==> config.mk <==
export PLATFORM = sky130hd
export DESIGN_NAME = exception_ctrl
export DESIGN_NICKNAME = d
export VERILOG_FILES = /design/src/rtl/cp0_defs_pkg.sv /design/src/rtl/int_sync.sv /design/src/rtl/exception_ctrl.sv
export SDC_FILE = /design/constraint.sdc
export NUM_CORES = 1
export LEC_CHECK = 0
export CORE_ASPECT_RATIO = 0.7
export CORE_MARGIN = 2
export CORE_UTILIZATION = 40
export CTS_CLUSTER_DIAMETER = 50
export DETAILED_ROUTE_END_ITERATION = 12
export GPL_ROUTABILITY_DRIVEN = 1
export PLACE_DENSITY_LB_ADDON = 0.1
export SLEW_MARGIN = 30
export SYNTH_ARGS = -nofsm -noshare
export SYNTH_HDL_FRONTEND = slang
export SYNTH_SLANG_ARGS = --single-unit
==> constraint.sdc <==
create_clock -name clk -period 3.35 [get_ports clk]
set_input_delay 0.67 -clock clk [delete_from_list [all_inputs] [get_ports clk]]
set_output_delay 0.67 -clock clk [all_outputs]
set_load 0.05 [all_outputs]
==> src/rtl/cp0_defs_pkg.sv <==
// cp0_defs_pkg: shared CP0 definitions for the MIPS exception path.
//   - ExcCode values written into Cause.ExcCode
//   - Status / Cause bit indices
//   - except_i flag bit indices as carried down the pipeline
//   - exception controller FSM state encoding
package cp0_defs_pkg;

    // Cause.ExcCode values
    localparam logic [4:0] EXC_INT  = 5'h00;
    localparam logic [4:0] EXC_ADEL = 5'h04;
    localparam logic [4:0] EXC_ADES = 5'h05;
    localparam logic [4:0] EXC_SYS  = 5'h08;
    localparam logic [4:0] EXC_BP   = 5'h09;
    localparam logic [4:0] EXC_RI   = 5'h0a;
    localparam logic [4:0] EXC_OV   = 5'h0c;

    // Status register bit indices
    localparam int unsigned ST_IE     = 0;
    localparam int unsigned ST_EXL    = 1;
    localparam int unsigned ST_IM_LO  = 8;

    // Cause register bit indices
    localparam int unsigned CA_SW_LO  = 8;   // IP[1:0], software interrupts
    localparam int unsigned CA_HW_LO  = 10;  // IP[7:2], hardware interrupts
    localparam int unsigned CA_BD     = 31;

    // Pipeline exception flag indices (except_i)
    localparam int unsigned EF_ADEL_F = 7;
    localparam int unsigned EF_SYS    = 6;
    localparam int unsigned EF_BP     = 5;
    localparam int unsigned EF_ERET   = 4;
    localparam int unsigned EF_RI     = 3;
    localparam int unsigned EF_OV     = 2;

    typedef enum logic {
        S_IDLE,
        S_FLUSH
    } exc_state_e;

endpackage

==> src/rtl/int_sync.sv <==
// int_sync: per-bit flip-flop synchroniser chain for asynchronous lines.
//   clk   - clock
//   rst   - synchronous active-high reset, clears every stage
//   din   - raw asynchronous inputs (WIDTH)
//   dout  - synchronised outputs, STAGES cycles behind din (WIDTH)
module int_sync #(
    parameter int unsigned WIDTH  = 6,
    parameter int unsigned STAGES = 2
) (
    input  logic             clk,
    input  logic             rst,
    input  logic [WIDTH-1:0] din,
    output logic [WIDTH-1:0] dout
);

    logic [WIDTH-1:0] chain [STAGES];

    always_ff @(posedge clk) begin
        if (rst) begin
            for (int unsigned i = 0; i < STAGES; i++) begin
                chain[i] <= '0;
            end
        end else begin
            chain[0] <= din;
            for (int unsigned i = 1; i < STAGES; i++) begin
                chain[i] <= chain[i-1];
            end
        end
    end

    assign dout = chain[STAGES-1];

endmodule

==> src/rtl/exception_ctrl.sv <==
// exception_ctrl: MEM-stage exception controller for the 5-stage MIPS pipe.
// Detects and prioritises interrupt / AdEL / AdES / Sys / Bp / RI / Ov / ERET,
// runs a flush of FLUSH_CYCLES cycles and produces the CP0 write bundle.
//   clk, rst          - clock, synchronous active-high reset
//   hw_int_i          - raw asynchronous hardware interrupt lines
//   mem_valid_i       - MEM slot holds a real instruction
//   stall_i           - MEM stage stalled this cycle
//   mem_pc_i/mem_bd_i - PC and delay-slot flag of the MEM instruction
//   except_i          - pipeline exception flags
//   adel_i/ades_i     - data address misaligned (load / store)
//   mem_addr_i        - data address
//   status_i/cause_i  - CP0 Status / Cause
//   epc_i             - current CP0 EPC (ERET target)
//   hw_pending_o      - synchronised interrupt lines for Cause.IP
//   exc_valid_o       - one-cycle CP0 write strobe
//   exc_code_o/exc_epc_o/exc_bd_o/exc_badvaddr_o/badv_we_o - CP0 write bundle
//   eret_o            - one-cycle ERET strobe
//   flush_o/newpc_o   - pipeline flush and redirect target
module exception_ctrl
    import cp0_defs_pkg::*;
#(
    parameter int unsigned        NUM_HW_INT   = 6,
    parameter int unsigned        SYNC_STAGES  = 2,
    parameter int unsigned        FLUSH_CYCLES = 1,
    parameter int unsigned        ADDR_W       = 32,
    parameter logic [ADDR_W-1:0]  EXC_VECTOR   = 32'hBFC00380
) (
    input  logic                  clk,
    input  logic                  rst,
    input  logic [NUM_HW_INT-1:0] hw_int_i,
    input  logic                  mem_valid_i,
    input  logic                  stall_i,
    input  logic [ADDR_W-1:0]     mem_pc_i,
    input  logic                  mem_bd_i,
    input  logic [7:0]            except_i,
    input  logic                  adel_i,
    input  logic                  ades_i,
    input  logic [ADDR_W-1:0]     mem_addr_i,
    input  logic [31:0]           status_i,
    input  logic [31:0]           cause_i,
    input  logic [ADDR_W-1:0]     epc_i,
    output logic [NUM_HW_INT-1:0] hw_pending_o,
    output logic                  exc_valid_o,
    output logic [4:0]            exc_code_o,
    output logic [ADDR_W-1:0]     exc_epc_o,
    output logic                  exc_bd_o,
    output logic [ADDR_W-1:0]     exc_badvaddr_o,
    output logic                  badv_we_o,
    output logic                  eret_o,
    output logic                  flush_o,
    output logic [ADDR_W-1:0]     newpc_o
);

    exc_state_e state, state_nxt;
    logic [1:0] cnt, cnt_nxt;

    logic [7:0]        ip_vec;
    logic              int_req;
    logic              exc_hit;
    logic              is_eret;
    logic [4:0]        code;
    logic              accept;
    logic [ADDR_W-1:0] epc_calc;

    // Inputs carried for completeness of the CP0 interface but not consumed here.
    logic unused_bits;
    assign unused_bits = ^{except_i[1:0], status_i[31:16], status_i[7:2], cause_i[30:0]};

    int_sync #(
        .WIDTH  (NUM_HW_INT),
        .STAGES (SYNC_STAGES)
    ) u_int_sync (
        .clk  (clk),
        .rst  (rst),
        .din  (hw_int_i),
        .dout (hw_pending_o)
    );

    // IP vector: software bits from Cause, synchronised hardware lines above;
    // hardware slots beyond NUM_HW_INT stay zero.
    always_comb begin
        ip_vec = '0;
        ip_vec[1:0] = cause_i[CA_SW_LO+1:CA_SW_LO];
        for (int unsigned i = 0; i < NUM_HW_INT; i++) begin
            ip_vec[2+i] = hw_pending_o[i];
        end
    end

    assign int_req = (|(ip_vec & status_i[ST_IM_LO+7:ST_IM_LO]))
                     && !status_i[ST_EXL] && status_i[ST_IE];

    always_comb begin
        exc_hit = 1'b0;
        is_eret = 1'b0;
        code    = EXC_INT;
        if (int_req) begin
            exc_hit = 1'b1;
            code    = EXC_INT;
        end else if (except_i[EF_ADEL_F] || adel_i) begin
            exc_hit = 1'b1;
            code    = EXC_ADEL;
        end else if (ades_i) begin
            exc_hit = 1'b1;
            code    = EXC_ADES;
        end else if (except_i[EF_SYS]) begin
            exc_hit = 1'b1;
            code    = EXC_SYS;
        end else if (except_i[EF_BP]) begin
            exc_hit = 1'b1;
            code    = EXC_BP;
        end else if (except_i[EF_RI]) begin
            exc_hit = 1'b1;
            code    = EXC_RI;
        end else if (except_i[EF_OV]) begin
            exc_hit = 1'b1;
            code    = EXC_OV;
        end else if (except_i[EF_ERET]) begin
            is_eret = 1'b1;
        end
    end

    // Only an advancing, valid instruction in IDLE is accepted; anything else
    // is retaken when the instruction reaches MEM again / moves on.
    assign accept = (state == S_IDLE) && mem_valid_i && !stall_i && (exc_hit || is_eret);

    assign epc_calc = mem_bd_i ? (mem_pc_i - ADDR_W'(4)) : mem_pc_i;

    always_ff @(posedge clk) begin
        if (rst) begin
            state <= S_IDLE;
            cnt   <= '0;
        end else begin
            state <= state_nxt;
            cnt   <= cnt_nxt;
        end
    end

    always_comb begin
        state_nxt = state;
        cnt_nxt   = cnt;
        case (state)
            S_IDLE: begin
                if (accept) begin
                    state_nxt = S_FLUSH;
                    cnt_nxt   = 2'(FLUSH_CYCLES - 1);
                end
            end
            S_FLUSH: begin
                if (cnt == '0) begin
                    state_nxt = S_IDLE;
                end else begin
                    cnt_nxt = cnt - 2'd1;
                end
            end
            default: begin
                state_nxt = S_IDLE;
                cnt_nxt   = '0;
            end
        endcase
    end

    assign flush_o = (state == S_FLUSH);

    // With EXL already set, EPC/BD are rewritten with their current values so
    // the original return point survives a nested exception.
    always_ff @(posedge clk) begin
        if (rst) begin
            exc_valid_o    <= 1'b0;
            exc_code_o     <= '0;
            exc_epc_o      <= '0;
            exc_bd_o       <= 1'b0;
            exc_badvaddr_o <= '0;
            badv_we_o      <= 1'b0;
            eret_o         <= 1'b0;
            newpc_o        <= '0;
        end else begin
            exc_valid_o    <= 1'b0;
            exc_code_o     <= '0;
            exc_epc_o      <= '0;
            exc_bd_o       <= 1'b0;
            exc_badvaddr_o <= '0;
            badv_we_o      <= 1'b0;
            eret_o         <= 1'b0;
            if (accept) begin
                newpc_o <= is_eret ? epc_i : EXC_VECTOR;
                if (is_eret) begin
                    eret_o <= 1'b1;
                end else begin
                    exc_valid_o <= 1'b1;
                    exc_code_o  <= code;
                    if (status_i[ST_EXL] && (code != EXC_INT)) begin
                        exc_epc_o <= epc_i;
                        exc_bd_o  <= cause_i[CA_BD];
                    end else begin
                        exc_epc_o <= epc_calc;
                        exc_bd_o  <= mem_bd_i;
                    end
                    if ((code == EXC_ADEL) || (code == EXC_ADES)) begin
                        badv_we_o      <= 1'b1;
                        exc_badvaddr_o <= except_i[EF_ADEL_F] ? mem_pc_i : mem_addr_i;
                    end
                end
            end
        end
    end

endmodule

== Yosys cells after proc, flatten, opt, wreduce, memory -nomap -nowiden ==
Memories as Yosys holds them, arrays and structs flattened.
Index checks and enable logic that the tools add are counted.
W data, S select, Z words.

* Flip-flop bits (word level): 108
* Input bits: 181
* Memories kept: 1
* Logic and storage cells: 82
* Memory bits (writable): 12

{| class="wikitable"
|+ Memories
! memory !! words !! bits a word !! read ports !! clocked after Yosys merged registers in !! wr ports !! RTL line !! source
|-
| u_int_sync.chain || 2 || 6 || 2 || 0 || 2 || int_sync.sv:16 || <nowiki>logic [WIDTH-1:0] chain [STAGES];</nowiki>
|}

* Multiplexer cells: 41
* Bitwise operators: 6
* Equality and inequality tests: 4
* Reductions and logical operators: 18
* Add/subtract/negate cells: 2

{| class="wikitable"
|+ Operators by type and width
! cell !! count
|-
| $mux W32 || 4
|-
| $sub A32 B3 Y32 const B || 1
|-
| $mux W4 || 7
|-
| $mux W1 || 24
|-
| $mux W6 || 2
|-
| $eq A5 B3 Y1 const B || 2
|-
| $and A8 B8 Y8 || 1
|-
| $reduce_or A8 Y1 || 1
|-
| $logic_and A1 B1 Y1 || 6
|-
| $reduce_bool A5 Y1 || 1
|-
| $mux W2 || 2
|-
| $ne A2 B2 Y1 const B || 2
|-
| $pmux W2 S2 || 1
|-
| $reduce_or A4 Y1 || 1
|-
| $logic_or A1 B1 Y1 || 3
|-
| $not A1 Y1 || 3
|-
| $reduce_or A3 Y1 || 1
|-
| $logic_not A1 Y1 || 2
|-
| $logic_not A2 Y1 || 1
|-
| $or A1 B1 Y1 || 2
|-
| $pmux W1 S2 || 1
|-
| $reduce_and A2 Y1 || 1
|-
| $reduce_or A2 Y1 || 1
|-
| $sub A2 B1 Y2 const B || 1
|}

== Logic depth before layout (Yosys ltp) ==
Gate-level depths: netlist of the first run.

* Depth after elaboration: 12
* Mapped depth: 7
* Depth with buffers taken out: 7

== Cells and area by module ==
A second synthesis of the first run with hierarchy kept.

* Cells, all modules: 481
* Area total of the unflattened synthesis: 4794.6 um2

{| class="wikitable"
|+ By module, submodules not included
! module !! area an instance (um2) !! times used !! cells each
|-
| exception_ctrl || 4383.0 || 1 || 450
|-
| int_sync || 411.6 || 1 || 31
|}

== Worst setup path before layout of the first run ==
Ideal clock, no wire load.

* Path kind: input to register
* From: in except_i[7]
* To: reg newpc_o[22]
* Arrival: 2.056 ns
* Slack: 1.167 ns
* Cell stages on the path: 7
* Data required time: 3.222 ns
* Cell sequence: buf_2 -> or3_4 -> nand2b_4 -> or3b_1 -> buf_2 -> o22ai_1 -> nor2_1

* Word-level cells in the longest chain between the ends: 5
* Elaborated cells on any way between the ends: 8

{| class="wikitable"
|+ Ends and longest elaborated chain
! item !! RTL line !! source
|-
| from (decl) || exception_ctrl.sv:35 || <nowiki>input logic [7:0] except_i,</nowiki>
|-
| $logic_or A1 B1 Y1 * || exception_ctrl.sv:99 || <nowiki>end else if (except_i[EF_ADEL_F] || adel_i) begin</nowiki>
|-
| $mux W1 || exception_ctrl.sv:99 ||
|-
| $mux W1 || exception_ctrl.sv:96 || <nowiki>if (int_req) begin</nowiki>
|-
| $logic_or A1 B1 Y1 || exception_ctrl.sv:124 || <nowiki>assign accept = (state == S_IDLE) && mem_valid_i && !stall_i && (exc_hit || is_eret);</nowiki>
|-
| $logic_and A1 B1 Y1 || exception_ctrl.sv:124 ||
|-
| to (signal assigned) || exception_ctrl.sv:185 || <nowiki>newpc_o <= is_eret ? epc_i : EXC_VECTOR;</nowiki>
|-
| to (decl) || exception_ctrl.sv:51 || <nowiki>output logic [ADDR_W-1:0] newpc_o</nowiki>
|}

Every way passes the cells marked *; elsewhere a longest branch is shown, timed or not.
A chain may end at the register's enable or synchronous reset.

== Final worst setup path of the first run ==
* From: in mem_pc_i[8]
* To: reg exc_epc_o[19]

* Word-level cells in the longest chain between the ends: 3

{| class="wikitable"
|+ Ends and longest elaborated chain
! item !! RTL line !! source
|-
| from (decl) || exception_ctrl.sv:33 || <nowiki>input logic [ADDR_W-1:0] mem_pc_i,</nowiki>
|-
| $sub A32 B3 Y32 || exception_ctrl.sv:126 || <nowiki>assign epc_calc = mem_bd_i ? (mem_pc_i - ADDR_W'(4)) : mem_pc_i;</nowiki>
|-
| $mux W32 || exception_ctrl.sv:126 ||
|-
| $mux W32 || exception_ctrl.sv:191 || <nowiki>if (status_i[ST_EXL] && (code != EXC_INT)) begin</nowiki>
|-
| to (signal assigned) || exception_ctrl.sv:192 || <nowiki>exc_epc_o <= epc_i;</nowiki>
|-
| to (signal assigned) || exception_ctrl.sv:195 || <nowiki>exc_epc_o <= epc_calc;</nowiki>
|-
| to (decl) || exception_ctrl.sv:45 || <nowiki>output logic [ADDR_W-1:0] exc_epc_o,</nowiki>
|}

No other way between the ends.

==> impl_metrics.ini, run 1 <==
[outcome]
status = complete, no violations

[drt]
num_vias = 4283
wl_met2_um = 6532
drtPass1Iterations = 4
routed.top_layer = met4
drt_iter0_markers = 183
drtAntennaViolNets = 0
drc_errors = 0
wl_met1_um = 6213
viasPerCell = 4.906
wl_met3_um = 1271
wirelength_um = 14250
post_drt_wl_per_cell_um = 16.33

[clocking]
clk_latency_ps = 400
clk_pin_slew_worst_paths_ps = 60
cts_setup_buffers = 0
clockBufferDepth = 2
cts_tree = yes
clock-root-buffer = clkbuf_16
cts_made_buffers = 17
clkSinkCount = 119
ctsResizeCount = 0
htree_num_levels = 4
holdBufCountCts = 0

[timing]
relSlewSlack_pct = 59.41
worst_clock_skew_ps = 8.374
hold_violations = 0
period_share_pct = 75.24
setup_tns_ps = 0
grt_setup_unrepaired = false
worstMarginPinSlew_ps = 608.9
min_period_ps = 2521
finalWorstSetupSlack_ps = 829.4
slew_viol_final = 0
finalSetupViolCount = 0
fmax_mhz = 396.7

[global_routing]
antenna_found_initial = 0
grt_pass1_wl_um = 22190
first_global_vias = 4173
grt_max_degree = 36
track_usage_pct = 22.72
grt_overflow = 0

[finish]
syn_to_final_growth_pct = 66.19
antennaDiodeCount = 0
layout_commonest_cell = clkdlybuf4s50_1
final_nets = 886
drive_gt1_share_pct = 10.34
layout_common_cells = 237 x clkdlybuf4s50_1, 119 x dfxtp_1, 90 x nor2_1, 35 x mux2i_1, 26 x xnor2_1

[logic_synthesis]
synth_edf_count = 0
synth_fp_nets = 653
syn_inst = 470
ys_seq_area_share_pct = 49.93
yosys_register_bits = 119
yosysUniqueCellTypes = 51
ys_warn_count = 0
syn_area_per_cell_um2 = 10.15
ys.flop_type = dfxtp_1
synth_area_um2 = 4771
async_flop_share_pct = 0

[hold_path]
holdPathEnd = u_int_sync.chain[0][7]$_SDFF_PP0_
hp-class = register to register
hold_depth = 1
hp-start = u_int_sync.chain[0][1]$_SDFF_PP0_

[critical_path]
cp.arrival_ps = 2830
crit_path_start_kind = primary input
path_cells = clkdlybuf4s50_1, nor4_4, nand4_2, buf_4, nor4_2, xnor2_1, a211oi_1
worstReg2RegEnd = newpc_o[26]$_SDFFE_PP0P_
cp_max_fo = 6
reg2reg_from = u_int_sync.chain[0][7]$_SDFF_PP0_
critPathKind = primary input to register
reg2reg_depth = 6
cp.required_ps = 3660
r2r_setup_slack_ps = 1440
endpoint_kind = register
crit_path_max_incr_delay_ps = 540
cp_slowest_cell = clkdlybuf4s50_1
crit_family = simple AND/OR/NAND/NOR gates
path_buf_inv = 2

[power]
vdd_ir_drop_max_uv = 387.6
powerDensity_nw_per_um2 = 505.5
leakage_nw = 2.976
power_w = 0.004008

[die]
row_count = 33
die_x_um = 134.5
initial_core_util_pct = 40.83
die_h_um = 95.37
ios = 293
die-area_um2 = 12830
design.core.area_um2 = 11690

[place]
port_buffers = 238
hpwlAfterDp_um = 10600
place_ws_ps = 202.8
routabilityCongestion = 0.9020

[job]
max_cap_viol_count = 0
[metrics by stage]
stage / utilization (%) / hold WS (ps) / std cells / cell area, µm²
4_1_cts: 67.81 / 441.2 / 873 / 7924
5_1_grt: 67.86 / 457.5 / 873 / 7929
3_3_place_gp: 62.35 / 422.3 / 841 / 7286
6_report: 67.86 / 440.1 / 873 / 7929
3_5_place_dp: 62.35 / 428.2 / 841 / 7286
2_1_floorplan: - / 413.8 / 470 / 4771
[logic make-up (layout without fill, tap and decap cells)]
| logic type | count (synthesis) | after routing | synth area share [%] |
|---|---|---|---|
| AO/OA/AOI/OAI | 73 | 73 | 12.27 |
| adder cells (fa/ha/maj) | 2 | 2 | 0.5244 |
| XOR/XNOR | 29 | 29 | 5.324 |
| buffers and inverters | 43 | 289 | 4.642 |
| other | 1 | 1 | 0.07860 |
| flip-flops | 119 | 119 | 49.93 |
| multiplexers | 36 | 36 | 7.579 |
| AND/OR/NAND/NOR | 167 | 167 | 19.64 |
[final cells by class]
cell class / instances / area, µm²
multi-input combinational: 308 / 2188
fill: 868 / 3756
timing repair buffer: 248 / 2490
clock inverter: 13 / 195.2
tap: 157 / 196.4
clock buffer: 19 / 442.9
inverter: 9 / 33.78
sequential: 119 / 2382
[cells in the mapped netlist (all sizes together) (2+ instances only)]
cell	count	area share, %
dfxtp	119	50
nor2	91	7.2
mux2i	35	7.3
a211oi	30	5.4
buf	27	3.4
xnor2	26	4.8
a22o	20	3.7
nor3	14	1.9
nor4	14	3.1
nor2b	13	1.7
o22ai	12	1.6
nand2	10	0.84
inv	9	0.71
clkbuf	7	0.55
nand2b	7	1.1
a22oi	4	0.63
or3	4	0.63
a21oi	3	0.31
xor2	3	0.55
ha	2	0.52
nand3	2	0.47
nor4b	2	0.81
or3b	2	0.37
[registers in the layout, summed over array words and instances (netlist names)]
register,cells
badv_we_o,1
newpc_o,32
u_int_sync.chain,12
cnt,2
exc_valid_o,1
exc_epc_o,32
flush_o,1
exc_badvaddr_o,32
exc_bd_o,1
eret_o,1
exc_code_o,4
[routing by layer]
| layer | up-vias | global-route usage, % |
|---|---|---|
| met5 | - | 0 |
| met4 | 0 | 7.807 |
| met3 | 20 | 9.623 |
| met2 | 160 | 36.95 |
| met1 | 1989 | 27.30 |
| li1 | 2114 | - |
[worst max path at each step]
stage	start	end	slack, ps	cells past startpoint
after floorplan	except_i[7]	newpc_o[22]$_SDFFE_PP0P_	1170	7
after global placement	except_i[5]	newpc_o[11]$_SDFFE_PP0P_	300	6
after detailed placement	except_i[5]	newpc_o[0]$_SDFFE_PP0P_	200	6
after CTS	except_i[5]	newpc_o[1]$_SDFFE_PP0P_	600	6
after global routing	mem_pc_i[15]	exc_epc_o[30]$_SDFF_PP0_	680	6
final	mem_pc_i[8]	exc_epc_o[19]$_SDFF_PP0_	830	7
[where the power goes]
| part | internal (W) | leakage, nW | switching [W] |
|---|---|---|---|
| Clock | 0.00128 | 0.301 | 0.000668 |
| Combinational | 0.000274 | 1.71 | 0.000318 |
| Sequential | 0.00146 | 0.969 | 0.0000148 |
Note: power is estimated with default switching activity, not from simulation.
==> inputs of run 2 (changes only) <==
--- a/config.mk
+++ b/config.mk
@@ -7,7 +7,7 @@
 export LEC_CHECK = 0
 export CORE_ASPECT_RATIO = 0.7
 export CORE_MARGIN = 2
-export CORE_UTILIZATION = 40
+export CORE_UTILIZATION = 37
 export CTS_CLUSTER_DIAMETER = 50
 export DETAILED_ROUTE_END_ITERATION = 12
 export GPL_ROUTABILITY_DRIVEN = 1
==> constraint.sdc (replaced) <==
create_clock -name clk -period 2.41 [get_ports clk]
set_input_delay 0.482 -clock clk [delete_from_list [all_inputs] [get_ports clk]]
set_output_delay 0.482 -clock clk [all_outputs]
set_load 0.05 [all_outputs]
==> impl_metrics.ini, run 2 (synthesis results as in run 1) <==
[outcome]
status = complete, no violations

[power]
leakage_nw = 3.176
p_clk_share_pct = 47.6
switchingPower_w = 0.001480
vdd_ir_drop_max_uv = 514.7
powerDensity_nw_per_um2 = 677.7
switching_share_pct = 26.54
seqPwrFrac_pct = 36.7
combPwrFrac_pct = 15.7
internal_power_w = 0.004098

[drt]
post_drt_wl_per_cell_um = 16.99
wirelength_um = 15600
drtAntennaViolNets = 0
num_vias = 4541
drtPass1Iterations = 5
drt_iter0_markers = 227
viasPerCell = 4.947
drc_errors = 0

[hold_path]
hp-class = register to register

[global_routing]
grt_max_degree = 49
track_usage_pct = 22.56
antenna_found_initial = 0
first_global_vias = 4697
grt_pass1_wl_um = 24390
grt_overflow = 0

[finish]
largest_registers = exc_badvaddr_o x32, exc_epc_o x32, newpc_o x32
final_nets = 926
layout_common_cells = 237 x clkdlybuf4s50_1, 119 x dfxtp_1, 90 x nor2_1, 45 x buf_4, 35 x mux2i_1
syn_to_final_growth_pct = 72.54
drive_gt1_share_pct = 15.21
layoutNonFillerInstCount = 918
design_area_um2 = 8232
final_util_pct = 65.82
antennaDiodeCount = 0
layout_commonest_cell = clkdlybuf4s50_1

[die]
design.core.area_um2 = 12510
row_count = 34
ios = 293
die-area_um2 = 13830
die_h_um = 99.01
die_x_um = 139.7
initial_core_util_pct = 38.15

[clocking]
cts_setup_buffers = 0
clockBufferDepth = 2
clkSinkCount = 119
clock-root-buffer = clkbuf_16
clk_pin_slew_worst_paths_ps = 60
cts_tree = yes
htree_num_levels = 4
clk_latency_ps = 410
holdBufCountCts = 0
ctsResizeCount = 0
cts_made_buffers = 17

[place]
dp.cells = 886
routabilityCongestion = 0.8533
port_buffers = 238
place_ws_ps = -150.0
postPlaceCellArea_um2 = 7617
hpwlAfterDp_um = 11630

[critical_path]
crit_path_start_kind = primary input
cp.required_ps = 2730
critPathKind = primary input to register
cp.arrival_ps = 2500
cp_max_fo = 7
endpoint_kind = register

[timing]
min_period_ps = 2177
grt_setup_unrepaired = false
period_share_pct = 90.34
finalWorstSetupSlack_ps = 232.8
relSlewSlack_pct = 59.01
worst_clock_skew_ps = 6.953
fmax_mhz = 459.3
hold_violations = 0
worstMarginPinSlew_ps = 614.9
finalSetupViolCount = 0
slew_viol_final = 0

[job]
max_cap_viol_count = 0
[run 2: cell types whose count changed in the layout (fill, tap and decap cells not counted), sizes merged]
| cell | change |
|---|---|
| buf | +40 |
| clkinvlp | -2 |
| clkinv | -1 |
| bufinv | -1 |
| clkbuf | -2 |
| inv | +6 |
[run 2: cell type report]
cell class | count | area [µm²]
clock inverters | 15 | 188.9
inverters | 9 | 33.78
clock buffers | 17 | 425.4
flip-flops and latches | 119 | 2382
fillers | 1002 | 4275
multi-input cells | 308 | 2183
well taps | 162 | 202.7
repair buffers | 288 | 2815
[run 2: worst paths after layout]
kind / startpoint / to / slack, ps / cells after the start
hold reg to reg: u_int_sync.chain[0][5]$_SDFF_PP0_ / u_int_sync.chain[0][11]$_SDFF_PP0_ / 440 / 1
setup / recovery: mem_pc_i[13] / exc_epc_o[19]$_SDFF_PP0_ / 230 / 8
hold / removal: u_int_sync.chain[0][5]$_SDFF_PP0_ / u_int_sync.chain[0][11]$_SDFF_PP0_ / 440 / 1
setup reg to reg: u_int_sync.chain[0][7]$_SDFF_PP0_ / exc_badvaddr_o[15]$_SDFF_PP0_ / 590 / 6
[run 2: per-layer routing]
| metal | vias to the layer above | wire [µm] | GRT usage [%] |
|---|---|---|---|
| met5 | - | 0 | 0 |
| li1 | 2196 | - | - |
| met4 | 0 | 350 | 9.231 |
| met3 | 27 | 1275 | 7.629 |
| met1 | 2147 | 6961 | 28.13 |
| met2 | 171 | 7012 | 36.06 |
[run 2: critical path, stage by stage]
cell             delay (ps)
clkdlybuf4s50_1         460
nor3_1                  410
buf_4                   200
nand2_1                 160
buf_4                   220
nor4_2                  250
xnor2_1                 100
a211oi_1                220
[run 2: power groups by stage]
stage | Combinational (W) | Sequential [W] | Clock (W)
final | 0.000873 | 0.00205 | 0.00266
after global routing | 0.000925 | 0.00205 | 0.00281
after CTS | 0.000876 | 0.00205 | 0.00271
after detailed placement | 0.000870 | 0.00209 | 0
after global placement | 0.000862 | 0.00209 | 0
after floorplan | 0.000236 | 0.00227 | 0
[run 2: through the flow]
stage	setup TNS [ps]	power (W)	hold slack [ps]
after global routing	0	0.005784	467.5
after detailed placement	-2311	0.002962	427.4
after global placement	-580.6	0.002951	421.0
after floorplan	0	0.002501	413.8
final	0	0.005579	439.5
after CTS	0	0.005633	441.6
==> inputs of run 3 (changes only) <==
--- a/config.mk
+++ b/config.mk
@@ -6,11 +6,11 @@
 export NUM_CORES = 1
 export LEC_CHECK = 0
 export CORE_ASPECT_RATIO = 0.7
-export CORE_MARGIN = 2
+export CORE_MARGIN = 4
 export CORE_UTILIZATION = 37
 export CTS_CLUSTER_DIAMETER = 50
 export DETAILED_ROUTE_END_ITERATION = 12
-export GPL_ROUTABILITY_DRIVEN = 1
+export GPL_ROUTABILITY_DRIVEN = 0
 export PLACE_DENSITY_LB_ADDON = 0.1
 export SLEW_MARGIN = 30
 export SYNTH_ARGS = -nofsm -noshare
==> impl_metrics.ini, run 3 (synthesis results as in run 1) <==
[outcome]
status = complete, no violations

[drt]
routed.top_layer = met4
wl_met2_um = 7167
drtPass1Iterations = 4
wl_met3_um = 1618
drt_iter0_markers = 196
wl_met1_um = 6741
wirelength_um = 15830
num_vias = 4469
viasPerCell = 4.863
post_drt_wl_per_cell_um = 17.22
drc_errors = 0
drtAntennaViolNets = 0

[clocking]
clk_latency_ps = 410
cts_made_buffers = 17
holdBufCountCts = 0
clk_pin_slew_worst_paths_ps = 60
htree_num_levels = 4
cts_tree = yes
cts_setup_buffers = 0
clkSinkCount = 119
clockBufferDepth = 2
ctsResizeCount = 0
clock-root-buffer = clkbuf_16

[power]
vdd_ir_drop_max_uv = 522.4
power_w = 0.005459
powerDensity_nw_per_um2 = 663.4
leakage_nw = 3.171

[hold_path]
hp-class = register to register

[global_routing]
grt_max_degree = 36
track_usage_pct = 21.24
grt_overflow = 0
antenna_found_initial = 0
grt_pass1_wl_um = 24030
first_global_vias = 4656

[place]
hpwlAfterDp_um = 11950
place_ws_ps = -158.3
dp.cells = 887
postPlaceCellArea_um2 = 7637
port_buffers = 238

[finish]
layoutNonFillerInstCount = 919
design_area_um2 = 8229
layout_commonest_cell = clkdlybuf4s50_1
final_nets = 927
largest_registers = exc_badvaddr_o x32, exc_epc_o x32, newpc_o x32
antennaDiodeCount = 0
layout_common_cells = 237 x clkdlybuf4s50_1, 119 x dfxtp_1, 90 x nor2_1, 45 x buf_4, 35 x mux2i_1
drive_gt1_share_pct = 15.32
syn_to_final_growth_pct = 72.49

[critical_path]
cp.required_ps = 2710
critPathKind = primary input to register
cp_max_fo = 8
endpoint_kind = register
cp.arrival_ps = 2530
crit_path_start_kind = primary input

[timing]
holdWs_ps = 437.8
hold_violations = 0
period_share_pct = 92.15
min_period_ps = 2221
relSlewSlack_pct = 58.07
finalWorstSetupSlack_ps = 189.1
slew_viol_final = 0
finalSetupViolCount = 0
worst_clock_skew_ps = 14.13
grt_setup_unrepaired = false
fmax_mhz = 450.3
worstMarginPinSlew_ps = 628.9

[die]
design.core.area_um2 = 12510
ios = 293
row_count = 34
initial_core_util_pct = 38.15
die_x_um = 143.7
die_h_um = 103.0
die-area_um2 = 14800

[job]
max_cap_viol_count = 0
-- run 3: cell count changes in the layout (fill, tap and decap cells not counted), sizes merged --
| cell | before | now |
|---|---|---|
| buf | 51 | 52 |
| bufinv | 3 | 2 |
| clkinv | 2 | 4 |
| clkinvlp | 1 | 2 |
| inv | 18 | 16 |
-- run 3: worst paths after layout --
| kind | startpoint | to | slack [ps] | cells after the start |
|---|---|---|---|---|
| max | mem_pc_i[2] | exc_epc_o[20]$_SDFF_PP0_ | 190 | 9 |
| min | u_int_sync.chain[0][4]$_SDFF_PP0_ | u_int_sync.chain[0][10]$_SDFF_PP0_ | 440 | 1 |
| max reg2reg | u_int_sync.chain[0][7]$_SDFF_PP0_ | newpc_o[23]$_SDFFE_PP0P_ | 520 | 5 |
| min reg2reg | u_int_sync.chain[0][4]$_SDFF_PP0_ | u_int_sync.chain[0][10]$_SDFF_PP0_ | 440 | 1 |
-- run 3: power by group --
| group | total (W) | internal (W) | leakage (nW) | switching [W] |
|---|---|---|---|---|
| clock | 0.00253 | 0.00155 | 0.287 | 0.000987 |
| combinational | 0.000877 | 0.000421 | 1.92 | 0.000457 |
| sequential | 0.00205 | 0.00203 | 0.969 | 0.0000207 |
-- run 3: routing by layer --
metal / global-route usage, % / up-vias
li1: - / 2185
met1: 25.54 / 2090
met2: 34.15 / 171
met3: 8.855 / 23
met4: 8.321 / 0
met5: 0 / -
-- run 3: critical path, stage by stage --
cell	delay, ps
clkdlybuf4s50_1	490
inv_1	100
ha_1	170
and4bb_1	290
nand3_4	170
buf_4	190
nor3_1	230
xnor2_1	120
a211oi_1	270
-- run 3: cell type report --
type                       instances  area [µm²]
tap                              162       202.7
inverter                           9       33.78
clock inverter                    15       166.4
sequential                       119        2382
timing repair buffer             289        2835
multi-input combinational        308        2183
fill                            1026        4278
clock buffer                      17       425.4
-- run 3: per-stage QoR --
step	util, %	setup TNS [ps]
CTS	65.80	0
floorplan	-	0
global placement	61.06	-1234
global route	65.80	0
finish	65.80	0
detailed placement	61.06	-2759
